[src/rtl/interrupt_controller.sv]
// Priority interrupt controller in front of the multi-cycle processor.
// Request lines pass through one sampling register and are edge-detected.
// Edges latch into pending bits, and a fixed-priority arbiter picks the
// winner (index 0 highest). An FSM then drives INT/NMI/INTD and tracks
// in-service state until end-of-interrupt.
module interrupt_controller #(
  parameter int NUM_IRQ = 8,
  parameter int VEC_W   = 3
) (
  input  logic               clk,
  input  logic               reset,
  input  logic [NUM_IRQ-1:0] irq,
  input  logic               nmi_in,
  input  logic               mask_wr,
  input  logic [NUM_IRQ-1:0] mask_data,
  input  logic               eoi,
  input  logic               INA,
  output logic               INT,
  output logic               NMI,
  output logic               INTD,
  output logic [VEC_W-1:0]   vector,
  output logic [NUM_IRQ-1:0] pending,
  output logic               in_service
);

  typedef enum logic [2:0] {
    IDLE    = 3'd0,
    INT_REQ = 3'd1,
    INT_SVC = 3'd2,
    NMI_REQ = 3'd3,
    NMI_SVC = 3'd4
  } state_t;

  state_t             state_q, state_d;
  logic [NUM_IRQ-1:0] irq_sync_q, irq_sync_d;
  logic [NUM_IRQ-1:0] irq_prev_q, irq_prev_d;
  logic [NUM_IRQ-1:0] pending_q, pending_d;
  logic [NUM_IRQ-1:0] mask_q, mask_d;
  logic               nmi_sync_q, nmi_sync_d;
  logic               nmi_prev_q, nmi_prev_d;
  logic               nmi_pend_q, nmi_pend_d;
  logic               nested_q, nested_d;
  logic               int_q, int_d;
  logic               nmi_q, nmi_d;
  logic               intd_q, intd_d;
  logic [VEC_W-1:0]   vector_q, vector_d;
  logic               in_service_q, in_service_d;

  logic [NUM_IRQ-1:0] eligible;
  logic [VEC_W-1:0]   win_idx;
  logic               win_vld;
  logic [NUM_IRQ-1:0] irq_rise;
  logic               nmi_rise;
  logic [NUM_IRQ-1:0] pend_clr;
  logic               nmi_clr;

  // Fixed-priority arbiter: lowest unmasked pending index wins.
  always_comb begin
    eligible = pending_q & ~mask_q;
    win_vld  = |eligible;
    win_idx  = '0;
    for (int i = NUM_IRQ - 1; i >= 0; i--) begin
      if (eligible[i]) win_idx = VEC_W'(i);
    end
  end

  // Next-state logic: edge capture, mask load, FSM and registered outputs.
  always_comb begin
    irq_sync_d = irq;
    irq_prev_d = irq_sync_q;
    nmi_sync_d = nmi_in;
    nmi_prev_d = nmi_sync_q;
    irq_rise   = irq_sync_q & ~irq_prev_q;
    nmi_rise   = nmi_sync_q & ~nmi_prev_q;
    mask_d     = mask_wr ? mask_data : mask_q;
    state_d    = state_q;
    nested_d   = nested_q;
    vector_d   = vector_q;
    intd_d     = 1'b0;
    pend_clr   = '0;
    nmi_clr    = 1'b0;

    case (state_q)
      IDLE: begin
        if (nmi_pend_q)   state_d = NMI_REQ;
        else if (win_vld) state_d = INT_REQ;
      end
      INT_REQ: begin
        // An acknowledge already issued by the processor takes precedence.
        if (INA) begin
          if (win_vld) begin
            vector_d = win_idx;
            pend_clr = NUM_IRQ'(1) << win_idx;
            intd_d   = 1'b1;
            state_d  = INT_SVC;
          end else begin
            state_d  = IDLE;
          end
        end else if (nmi_pend_q) begin
          state_d = NMI_REQ;
        end else if (!win_vld) begin
          state_d = IDLE;
        end
      end
      INT_SVC: begin
        if (eoi) begin
          state_d = IDLE;
        end else if (nmi_pend_q) begin
          nested_d = 1'b1;
          state_d  = NMI_REQ;
        end
      end
      NMI_REQ: begin
        if (INA) begin
          nmi_clr = 1'b1;
          state_d = NMI_SVC;
        end
      end
      NMI_SVC: begin
        if (eoi) begin
          state_d  = nested_q ? INT_SVC : IDLE;
          nested_d = 1'b0;
        end
      end
      default: state_d = IDLE;
    endcase

    // A new edge on the same cycle as a clear keeps the bit set.
    pending_d    = (pending_q & ~pend_clr) | irq_rise;
    nmi_pend_d   = (nmi_pend_q & ~nmi_clr) | nmi_rise;
    int_d        = (state_d == INT_REQ);
    nmi_d        = (state_d == NMI_REQ);
    // A preempted maskable interrupt stays in service while the NMI waits.
    in_service_d = (state_d == INT_SVC) || (state_d == NMI_SVC) || nested_d;
  end

  // State register with synchronous reset; mask resets to all-masked.
  always_ff @(posedge clk) begin
    if (reset) begin
      state_q      <= IDLE;
      irq_sync_q   <= '0;
      irq_prev_q   <= '0;
      pending_q    <= '0;
      mask_q       <= '1;
      nmi_sync_q   <= 1'b0;
      nmi_prev_q   <= 1'b0;
      nmi_pend_q   <= 1'b0;
      nested_q     <= 1'b0;
      int_q        <= 1'b0;
      nmi_q        <= 1'b0;
      intd_q       <= 1'b0;
      vector_q     <= '0;
      in_service_q <= 1'b0;
    end else begin
      state_q      <= state_d;
      irq_sync_q   <= irq_sync_d;
      irq_prev_q   <= irq_prev_d;
      pending_q    <= pending_d;
      mask_q       <= mask_d;
      nmi_sync_q   <= nmi_sync_d;
      nmi_prev_q   <= nmi_prev_d;
      nmi_pend_q   <= nmi_pend_d;
      nested_q     <= nested_d;
      int_q        <= int_d;
      nmi_q        <= nmi_d;
      intd_q       <= intd_d;
      vector_q     <= vector_d;
      in_service_q <= in_service_d;
    end
  end

  assign INT        = int_q;
  assign NMI        = nmi_q;
  assign INTD       = intd_q;
  assign vector     = vector_q;
  assign pending    = pending_q;
  assign in_service = in_service_q;

endmodule

[config.mk]
export PLATFORM = sky130hd
export DESIGN_NAME = interrupt_controller
export DESIGN_NICKNAME = d
export VERILOG_FILES = /design/src/rtl/interrupt_controller.sv
export SDC_FILE = /design/constraint.sdc
export NUM_CORES = 1
export LEC_CHECK = 0
export ABC_AREA = 1
export CORE_UTILIZATION = 50
export CTS_CLUSTER_SIZE = 25
export DETAILED_ROUTE_END_ITERATION = 8
export DONT_BUFFER_PORTS = 1
export SLEW_MARGIN = 30
export SYNTH_ARGS = -nofsm -noshare
export SYNTH_HDL_FRONTEND = slang
export SYNTH_SLANG_ARGS = --single-unit
[constraint.sdc]
create_clock -name clk -period 2.1 [get_ports clk]
set_input_delay 0.315 -clock clk [delete_from_list [all_inputs] [get_ports clk]]
set_output_delay 0.315 -clock clk [all_outputs]
set_load 0.005 [all_outputs]
==> impl_summary.md <==
Status
The flow ran to the end, and the final reports show no timing, DRC or antenna violations.

Floorplanning
The initial utilization of the core area, before any placement, comes to 0.529. For this design the top-level I/O count stands at 37. The cell row count is 21. The vertical extent of the die is 61.9 microns.

The die outline width is 61.9 microns. The floorplan step defined a die boundary enclosing 0.00383 sq mm. After floorplanning, the core was sized to cover 0.00339 sq mm.

GRT
The first global-routing pass estimated 5260 microns of wire. Entering global routing, the biggest net connects 23 pins. The aggregate global routing overflow is 0. For this run, the total global-route usage over all layers was measured as 0.195. The number of global-route vias before repair was 1240.

The initial antenna violation count is 0.

STA
Dividing the final minimum period by the clock period gives 0.694. The final worst-path setup slack is 643 ps. Setup total negative slack on the finished layout was measured at 0 ps.

The final setup violation count is 0. The relative slew slack is 0.632. Based on the critical path, the design can be clocked at up to 686 MHz.

The slew at the pin with the worst max-slew slack is 550 ps. The number of pins with negative max-slew slack in the final report is 0. The worst hold margin is 23.3 ps. The final number of hold-violating endpoints was 0. Setup repair after global routing left no endpoint under its margin.

The worst path needs 1460 ps of the cycle, external delays included. The final worst clock skew is 10.9 ps.

Critical path
The critical path goes through nand2_2, nand2_1, nor2_4, nor3b_4, nand3_1, nand3_1, o21ai_1. The number of buffers and inverters on the critical path is 0. The largest individual stage delay along the critical path comes from the cell sky130_fd_sc_hd__dfxtp_1. The category of the worst setup path capture point is a register. STA classifies the critical path startpoint as a register. The cell family contributing the most delay on the critical path is simple AND/OR/NAND/NOR gates. The most common cell type on the critical path is sky130_fd_sc_hd__nand3_1. In this run the worst path has a maximum fanout of 5. For the worst setup path, the data arrival time is 1710 ps. The worst setup path is of the register to register kind. The largest single stage delay on the critical path is 380 ps.

The required time of the worst setup path is 2350 ps.

Route
The routed design has 3460 microns of wire. The average vias per placed instance is 4.92. The iteration count of the initial detailed-routing pass is 4. The residual antenna-violating net count after detailed routing is 0.

The mean routed wirelength per cell is 11.7 microns. The number of violations reported at the end of detailed-routing iteration 0 is 45. The routed layout has 1451 vias. After detailed routing, the number of remaining DRC violations is 0.

Finish
The count of nets after finishing is 270. The final instance count without filler cells is 295. In the layout the commonest cells are 48 x sky130_fd_sc_hd__nand2_1, 46 x sky130_fd_sc_hd__dfxtp_1, 45 x sky130_fd_sc_hd__inv_1, 37 x sky130_fd_sc_hd__nor2_1, 17 x sky130_fd_sc_hd__nand3_1. The area growth from synthesis to final layout is 8.03%. The final non-filler cell area is 0.00194 sq mm. In the final layout, the share of cells above drive strength 1 is 0.0723.

The library cell used most frequently in the layout, excluding fill and tap cells, is sky130_fd_sc_hd__nand2_1. The repair_antennas step left the layout with diodes totalling 0.

Clock tree
The clock edge transition at the registers on the reported setup and hold paths is 140 ps. The number of CTS-inserted buffers is 5. The clock passes through at most 2 buffers. After clock tree synthesis, the setup repair step added 0 buffers. The clock sink total is 46.

The number of levels the H-tree was split into is 2. The clock tree root buffer cell is sky130_fd_sc_hd__clkbuf_4. TritonCTS built the clock tree. For the worst-skew pair, the clock arrives at the later sink with an insertion delay of 360 ps.

Synth
The number of nets in the synthesized netlist is 266. The number of standard cells after synthesis is 244. The largest family of logic cells by synthesized area is simple AND/OR/NAND/NOR gates. The yosys synthesis warning count is 0. Sorting the synthesized cells by area gives the leading types as sky130_fd_sc_hd__dfxtp_1 51%, sky130_fd_sc_hd__nand2_1 10%, sky130_fd_sc_hd__inv_1 9.4%, sky130_fd_sc_hd__nor2_1 7.7%, sky130_fd_sc_hd__nand3_1 4.7%. For this run, the register share of the synthesized area comes to 0.514. Of the total synthesized cell area, the portion taken by full adders, half adders and majority gates is 0. The portion of synthesized cell area occupied by the leading cell type is 0.514. The fraction of synthesized cell area in xor and xnor cells is 0. The post-synthesis average cell area is 7.35 sq um. The total of flip-flops plus latches after synthesis is 46. In this run the cell area of the synthesized design comes to 0.00179 sq mm. The cell taking the most area after synthesis is sky130_fd_sc_hd__dfxtp_1.

The portion of netlist area occupied by mux cells is 0. The post-synthesis compound-gate area fraction is 0.0914. Synthesis instantiated 19 different standard cells from the library.

Of the total synthesized cell area, the portion taken by AND, OR, NAND and NOR gates is 0.284.

Power
The worst vdd rail ir drop is 577 uV. The leakage power is 0.953 nW. The cell area power density is 864 mW/mm^2.

Placement
Once placement completed, the tool counted placed cells totaling 285. Port buffering added 0 buffers. The final weighted congestion in routability-driven placement is 0.835. The wire-length estimate of the detail-placed layout is 2550 microns. The placed instances occupy a cell area of 0.00183 sq mm. The pre-CTS setup slack is 654 ps.

Worst hold path
The path class of the tightest hold or removal check is input port to register.

Run
The max-cap violation count is 0.
-- kinds of logic (layout without fill, tap and decap cells) --
logic type	after synthesis	after routing
buf+inv	53	58
flops	46	46
simple gates	113	113
compound gates	32	32
-- flip-flops by register name, indices dropped and copies added, names as in the netlist, 3 cells and up --
register and flops:
irq_prev_d 8, irq_prev_q 8, mask_q 8, pending 8
state_q 3, vector 3
-- worst reg2reg max path, delay by kind of cell, from the launching register on --
| family | cells | cell delay, ps |
|---|---|---|
| flops | 1 | 380 |
| simple gates | 6 | 900 |
| compound gates | 1 | 70 |
-- synth_stat cells --
cell,number
sky130_fd_sc_hd__nand4_1,4
sky130_fd_sc_hd__a21oi_1,16
sky130_fd_sc_hd__nand2_1,48
sky130_fd_sc_hd__nor2_4,2
sky130_fd_sc_hd__nor2_1,37
sky130_fd_sc_hd__nor3_2,1
sky130_fd_sc_hd__clkinv_1,1
sky130_fd_sc_hd__inv_2,2
sky130_fd_sc_hd__buf_1,3
sky130_fd_sc_hd__nor3_4,1
sky130_fd_sc_hd__a21oi_2,1
sky130_fd_sc_hd__dfxtp_1,46
sky130_fd_sc_hd__o21ai_1,2
sky130_fd_sc_hd__clkbuf_1,2
sky130_fd_sc_hd__nand3_1,17
sky130_fd_sc_hd__nand2_2,2
sky130_fd_sc_hd__nor3b_4,1
sky130_fd_sc_hd__inv_1,45
sky130_fd_sc_hd__o21ai_0,13
-- timing repair --
item	CTS	global route
gates resized for setup	0	0
endpoints found under the hold margin	15	5
hold buffers	1	1
-- where the power goes --
group / leakage, nW / internal [mW] / switching (mW)
sequential: 0.380 / 0.927 / 0.0336
combinational: 0.528 / 0.0574 / 0.108
clock: 0.0462 / 0.259 / 0.288
-- path summary, 6_finish.rpt --
check,from,end,slack (ps),cells past startpoint
max,pending[0],pending[6],640,7
min,reset,irq_prev_q[7],20,1
max reg2reg,pending[0],pending[6],640,7
min reg2reg,irq_prev_d[1],irq_prev_q[1],430,2
-- area by class of cell --
cell class / count / area [sq um]
clock inverter: 3 / 47.5
inverter: 48 / 180
timing repair buffer: 2 / 20.0
clock buffer: 5 / 37.5
sequential: 46 / 921
multi-input combinational: 145 / 673
tap: 46 / 57.6
fill: 330 / 1450
-- layer usage --
layer  share of wire  wire [microns]  vias to the layer above  global-route usage
met3           0.060             206                        4              0.0766
met5               0               0                        -                   0
met4           0.010              36                        0              0.0667
met1            0.45            1560                      654               0.237
li1                -               -                      754                   -
met2            0.48            1660                       39               0.315
-- through the flow --
stage               power [mW]  utilization
floorplan                 1.11            -
global placement          1.13        0.540
detailed placement        1.14        0.540
CTS                       1.69        0.568
global route              1.76        0.571
finish                    1.67        0.571
Power figures use the tool's default switching activity.
